==> config.mk <==
export PLATFORM = sky130hd
export DESIGN_NAME = letter_flow_gen
export DESIGN_NICKNAME = d
export VERILOG_FILES = /design/src/rtl/letter_flow_gen_pkg.sv /design/src/rtl/letter_flow_gen_lfsr16.sv /design/src/rtl/letter_flow_gen.sv
export SDC_FILE = /design/constraint.sdc
export NUM_CORES = 1
export LEC_CHECK = 0
export CORE_MARGIN = 3
export CORE_UTILIZATION = 55
export CTS_BUF_LIST = sky130_fd_sc_hd__clkbuf_4
export DETAILED_ROUTE_END_ITERATION = 10
export PLACE_DENSITY = 0.74
export SYNTH_ARGS = -nofsm -noshare
export SYNTH_HDL_FRONTEND = slang
export SYNTH_SLANG_ARGS = --single-unit
==> constraint.sdc <==
create_clock -name clk -period 5.4 [get_ports clk]
set_clock_uncertainty 0.15 [all_clocks]
set_input_delay 1.62 -clock clk [delete_from_list [all_inputs] [get_ports clk]]
set_output_delay 1.62 -clock clk [all_outputs]
set_load 0.03 [all_outputs]
==> src/rtl/letter_flow_gen_pkg.sv <==
// Shared constants and LFSR helpers for the letter stream generator.
package letter_flow_gen_pkg;

  localparam logic [7:0]  CH_SPACE = 8'h20;
  localparam logic [7:0]  CH_A     = 8'h41;
  localparam logic [7:0]  CH_a     = 8'h61;
  localparam int          LETTERS  = 26;
  localparam logic [15:0] LFSR_MASK        = 16'hB400;
  localparam logic [15:0] DEFAULT_SEED_CAP = 16'hACE1;
  localparam logic [15:0] DEFAULT_SEED_LOW = 16'h1D0F;

  function automatic logic [15:0] lfsr_next(input logic [15:0] s);
    return (s >> 1) ^ (s[0] ? LFSR_MASK : 16'h0000);
  endfunction

  // Fold the 5-bit tap range 0..31 onto 0..25 with one subtract.
  function automatic logic [4:0] lfsr_letter(input logic [15:0] s);
    logic [4:0] r;
    r = s[4:0];
    return (r >= 5'(LETTERS)) ? r - 5'(LETTERS) : r;
  endfunction

endpackage

==> src/rtl/letter_flow_gen_lfsr16.sv <==
// 16-bit Galois right-shift LFSR; loads its seed on reset, steps when adv is high.
module lfsr16
  import letter_flow_gen_pkg::*;
(
  input  logic        clk,
  input  logic        rst_n,
  input  logic [15:0] seed,
  input  logic        adv,
  output logic [15:0] state
);

  logic [15:0] state_q, state_d;

  always_comb begin
    state_d = state_q;
    if (adv) state_d = lfsr_next(state_q);
  end

  always_ff @(posedge clk) begin
    if (!rst_n) state_q <= seed;
    else        state_q <= state_d;
  end

  assign state = state_q;

endmodule

==> src/rtl/letter_flow_gen.sv <==
// Uppercase/lowercase ASCII stimulus generator with sweep and LFSR modes and a tick divider.
module letter_flow_gen
  import letter_flow_gen_pkg::*;
#(
  parameter int unsigned DIV      = 1,
  parameter int unsigned LOW_STEP = 1,
  parameter logic [15:0] SEED_CAP = 16'hACE1,
  parameter logic [15:0] SEED_LOW = 16'h1D0F
) (
  input  logic       clk,
  input  logic       rst_n,
  input  logic       en,
  input  logic       mode,
  output logic [7:0] cap_flow,
  output logic [7:0] low_flow,
  output logic       flow_valid
);

  localparam logic [15:0] DIV_LAST = 16'(DIV - 1);
  localparam logic [4:0]  STEP     = 5'(LOW_STEP % LETTERS);
  // An all-zero seed would lock the LFSR, so fall back to the defaults.
  localparam logic [15:0] SEED_CAP_EFF = (SEED_CAP == 16'h0) ? DEFAULT_SEED_CAP : SEED_CAP;
  localparam logic [15:0] SEED_LOW_EFF = (SEED_LOW == 16'h0) ? DEFAULT_SEED_LOW : SEED_LOW;

  logic [15:0] div_cnt_q, div_cnt_d;
  logic [4:0]  cap_idx_q, cap_idx_d;
  logic [4:0]  low_idx_q, low_idx_d;
  logic [7:0]  cap_q, cap_d;
  logic [7:0]  low_q, low_d;
  logic        valid_q, valid_d;
  logic        tick;
  logic        lfsr_adv;
  logic [5:0]  low_sum;
  logic [15:0] lfsr_cap_s, lfsr_low_s;

  assign tick     = en && (div_cnt_q == DIV_LAST);
  assign lfsr_adv = tick && mode;
  assign low_sum  = {1'b0, low_idx_q} + {1'b0, STEP};

  lfsr16 u_cap_lfsr (
    .clk   (clk),
    .rst_n (rst_n),
    .seed  (SEED_CAP_EFF),
    .adv   (lfsr_adv),
    .state (lfsr_cap_s)
  );

  lfsr16 u_low_lfsr (
    .clk   (clk),
    .rst_n (rst_n),
    .seed  (SEED_LOW_EFF),
    .adv   (lfsr_adv),
    .state (lfsr_low_s)
  );

  always_comb begin
    div_cnt_d = div_cnt_q;
    cap_idx_d = cap_idx_q;
    low_idx_d = low_idx_q;
    cap_d     = cap_q;
    low_d     = low_q;
    valid_d   = tick;
    if (en) div_cnt_d = tick ? 16'h0 : div_cnt_q + 16'd1;
    if (tick) begin
      if (mode) begin
        cap_d = CH_A + {3'b000, lfsr_letter(lfsr_cap_s)};
        low_d = CH_a + {3'b000, lfsr_letter(lfsr_low_s)};
      end else begin
        cap_d     = CH_A + {3'b000, cap_idx_q};
        low_d     = CH_a + {3'b000, low_idx_q};
        cap_idx_d = (cap_idx_q == 5'(LETTERS - 1)) ? 5'd0 : cap_idx_q + 5'd1;
        low_idx_d = (low_sum >= 6'(LETTERS)) ? 5'(low_sum - 6'(LETTERS)) : low_sum[4:0];
      end
    end
  end

  always_ff @(posedge clk) begin
    if (!rst_n) begin
      div_cnt_q <= 16'h0;
      cap_idx_q <= 5'd0;
      low_idx_q <= 5'd0;
      cap_q     <= CH_SPACE;
      low_q     <= CH_SPACE;
      valid_q   <= 1'b0;
    end else begin
      div_cnt_q <= div_cnt_d;
      cap_idx_q <= cap_idx_d;
      low_idx_q <= low_idx_d;
      cap_q     <= cap_d;
      low_q     <= low_d;
      valid_q   <= valid_d;
    end
  end

  assign cap_flow   = cap_q;
  assign low_flow   = low_q;
  assign flow_valid = valid_q;

endmodule

# Word-level counts from Yosys, hierarchy flattened
# Cells that the tools add are included.
# totals
ff_bits	75
in_bits	4
out_inout_bits	17
word_cells	38
# classes
n_addsub	10
n_lt_le_gt_ge	3
n_eq_ne	1
muxes	9
bitwise	3
n_reduce_logical	4
# op_table
cell	count
16-bit 2-to-1 mux	3
7-bit by 5-bit adder with 8-bit output (first input constant)	4
15-bit by 16-bit XOR with 16-bit output	2
5-bit 2-to-1 mux	4
16-bit by 1-bit adder with 16-bit output (second input constant)	1
16-bit zero test	1
8-bit 2-to-1 mux	2
5-bit subtractor (second input constant)	3
5-bit greater-or-equal comparator (second input constant)	2
5-bit by 1-bit adder with 6-bit output (second input constant)	1
6-bit by 5-bit greater-or-equal comparator with 1-bit output (second input constant)	1
5-bit by 1-bit adder with 5-bit output (second input constant)	1
5-bit equality test (second input constant)	1
1-bit logical AND	2
2-bit AND reduction	1
1-bit NOT	1

# Logic depth before layout (Yosys ltp)
# logic_depth
depth_word	4
mapped_depth	10
ltp_nobuf	9

# By module
# Synthesis repeated with hierarchy kept, for this count alone.
# hier_totals
hier_cells	376
hier_area_um2	3873.7
# by_module_without_submodules
mod	n_inst	cells_per_inst	area_per_inst_um2	seq_area_each_um2
letter_flow_gen	1	294	2359.8	840.8
lfsr16	2	41	757.0	480.5

# Least setup slack after synthesis
# Ideal clock, no wire load.
# synth_path
path_kind	input to register
start	input port en
end	register low_idx_q[3]
setup_ns	0.088
t_arrival_ns	3.360
t_required_ns	5.162
path_slack_ns	1.802
stages	7
n_path_buf	2
cell_sequence	buf_4 or4b_4 or4_4 buf_6 nor2_8 a41oi_2 a311oi_2
# synth_via
elab_chain_len	2
# synth_rtl
item	line_no	text
start, declared	letter_flow_gen.sv:12	input logic en,
1-bit logical AND	letter_flow_gen.sv:36	assign tick = en && (div_cnt_q == DIV_LAST);
2-bit AND reduction (no line)	-	
end signal, assigned	letter_flow_gen.sv:88	low_idx_q <= low_idx_d;
end, declared	letter_flow_gen.sv:27	logic [4:0] low_idx_q, low_idx_d;
# Every way passes these cells.
# A chain may end at the register's enable or synchronous reset.

# Worst setup path after layout
# layout_path
start	input port en
end	register cap_idx_q[2]
# layout_via
elab_chain_len	2
# layout_rtl
item	line_no	text
1-bit logical AND	letter_flow_gen.sv:36	
2-bit AND reduction (no line)	-	
end signal, assigned	letter_flow_gen.sv:87	cap_idx_q <= cap_idx_d;
end, declared	letter_flow_gen.sv:26	logic [4:0] cap_idx_q, cap_idx_d;
# Every way passes these cells.

==> results.tsv <==
metric	value	unit
synthFlopType	dfxtp_1	
clk_pin_slew	0.13	ns
grt_pass1_wl	13100	um
wl	7580	um
p_per_area	276	nW/um^2
drt_iter0_drc	176	
final_cell_mix	nand2_1 (83), dfxtp_1 (74), a21oi_1 (43)	
fill_cells	578	
cts_hold_buf	0	
core_area	6420	sq um
dp_cells	525	
post-dp-hpwl	5060	um
clock_sinks	74	
final_util	62.4	%
cp_top_family	simple AND/OR/NAND/NOR gates	
yosysTopAreaCellShare	40.3	%
ys_types	57	
start_kind	input port	
grt_usage	21.5	%
slowest_delay	0.69	ns
synth_edf_count	0	
ys_ff_latch	74	
p_int	779	uW
ir_worst_vdd	0.000175	V
worstPathCellList	clkdlybuf4s50_1 -> or4b_4 -> nor4_4 -> nand2b_1 -> or4_1 -> a21oi_1	
path_class	in -> reg	
netlist_area	3680	sq um
synth_top_cell_by_area	dfxtp_1	
setup_violations	0	
setup_tns	0	ns
slew_headroom	36.4	%
netlist_top_cells_area	dfxtp_1 (40%), nand2_1 (8.5%), a21oi_1 (5.9%), ha_1 (3.4%), nand3_1 (3.4%)	
nNetsFinal	473	
max_clock_freq	235	MHz
grt_start_max_net_pins	38	
rsz0062_at_grt	no	
switchingPower	329	uW
h-tree-depth	3	
antennaDiodeCount	0	
gr-max-usage-layer	met2	
std_cell_rows	29	
port_buffers	19	
stdcell_count	541	
syn-num-nets	469	
clkPwrFrac	32.0	%
outcome	completed	
gr-usage-met3	6.11	%
start_util	57.2	%
arrival	4.47	ns
ys_seq_area_share	40.3	%
postCtsSetupBuffers	0	
clock_path_buffers	2	
antenna_found_initial	0	
firstDrtPassIters	4	
cp_num_buf_inv	1	
async_reset_ff_share	0	%
end_kind	register	
avgRoutedWirePerCell	14.0	um
tightest_slew	0.930	ns
worstHoldPathType	reg -> reg	
power.leakage	1.46	nW
cts_repair_resize_count	0	
min_period_over_period	78.8	%
multi_input_area	2010	sq um
register_area	1480	sq um
p_comb_share	14.3	%
swShare	29.7	%
holdWs	0.315	ns
fin_crit	4.26	ns
die_h	87.8	um
grt_pass1_vias	2843	
cp_slowest_cell	nor4_4	
route.detailed.drc	0	
layout_commonest_cell	nand2_1	
io_pins	21	
netlist_instances	455	
tritoncts	yes	
pwr-share-seq	53.7	%
cts_made_buffers	9	
die-area	7700	sq um
cp.required	5.61	ns
yosysWarnings	0	
clock_latency	0.43	ns
viasPerCell	5.82	
grt-ovfl-total	0	
hold_violations	0	
grt_use_met2	32.9	%
met1_usage	28.8	%
place_congestion	0.858	
cp_max_fo	15	
syn_avg_cell_area	8.08	sq um
cap_violations	0	
syn2layout_area_growth	9.09	%
vias	3149	
drive_gt1_share	7.76	%
slew_violations	0	
die_w	87.8	um
drtAntennaViolNets	0	
cts_root_buffer	clkbuf_4	
## stage by stage
stage / setup slack (ns) / instance area (sq um) / power (mW)
final: 1.14 / 4010 / 1.11
after global routing: 0.982 / 4010 / 1.16
after global placement: 0.736 / 3860 / 0.761
after CTS: 1.17 / 4010 / 1.12
after floorplan: 1.80 / 3680 / 0.723
after detailed placement: 0.702 / 3860 / 0.765
## power by group through the flow
| stage | Clock, mW | Sequential [mW] | Combinational (mW) |
|---|---|---|---|
| after floorplan | 0 | 0.614 | 0.109 |
| after global placement | 0 | 0.606 | 0.155 |
| after detailed placement | 0 | 0.607 | 0.158 |
| after CTS | 0.366 | 0.594 | 0.159 |
| after global routing | 0.388 | 0.599 | 0.176 |
| final | 0.355 | 0.595 | 0.158 |
## layer usage
metal / share of wire, % / wire [um]
met1: 47 / 3600
met2: 46 / 3500
met3: 5.0 / 377
met4: 1.4 / 108
met5: 0 / 0
## Yosys cell counts (all sizes together) (2+ instances only)
library cell  instances
nand2                83
dfxtp                74
a21oi                43
nor2                 30
nand3                25
clkbuf               18
o21ai                16
inv                  14
buf                  13
xor2                 12
ha                   10
nand4                10
o211ai               10
xnor2                10
and3                  9
nand2b                7
nor2b                 7
a31oi                 4
mux2                  4
o21a                  4
o22ai                 4
or3                   4
or4                   4
and2                  3
nand3b                3
nor3                  3
nor4                  3
a2111oi               2
a211o                 2
a311oi                2
a31o                  2
and4                  2
o2111a                2
o31a                  2
or4b                  2
## cell families after synthesis
kind of cell / after synthesis / share of synthesized area (%)
simple gates: 198 / 26.8
compound gates: 100 / 17.3
buf+inv: 45 / 5.34
fa+ha+maj: 10 / 3.40
mux: 5 / 1.50
other cells: 1 / 0.102
xor+xnor: 22 / 5.24
flops: 74 / 40.3
## layout make-up
cell class / count / share of cell area (%)
Inverter: 14 / 1.31
Tap cell: 77 / 2.40
Clock inverter: 7 / 1.93
Multi-Input combinational cell: 336 / 50.0
Timing Repair Buffer: 24 / 5.68
Clock buffer: 9 / 1.68
Sequential cell: 74 / 36.9
## sequential cells by signal, summed over array words and instances (netlist names)
signal,count
div_cnt_q,16
u_cap_lfsr.state,16
u_low_lfsr.state,16
low_flow,8
cap_flow,7
cap_idx_q,5
low_idx_q,5
flow_valid,1
## path summary, 6_finish.rpt
kind	cells after the start	start	slack, ns	endpoint
max	6	en	1.14	cap_idx_q[2]
min	2	u_low_lfsr.state[6]	0.32	u_low_lfsr.state[5]
max reg2reg	7	div_cnt_q[0]	2.41	cap_idx_q[2]
min reg2reg	2	u_low_lfsr.state[6]	0.32	u_low_lfsr.state[5]
## worst reg2reg max path, cell delays in order, from the launching register on
cell,delay (ns)
dfxtp_1,0.37
inv_1,0.09
ha_1,0.13
or4b_1,0.52
nor4_4,0.66
nand2b_1,0.34
or4_1,0.53
a21oi_1,0.14
No activity file was read; power rests on OpenSTA's default activity.
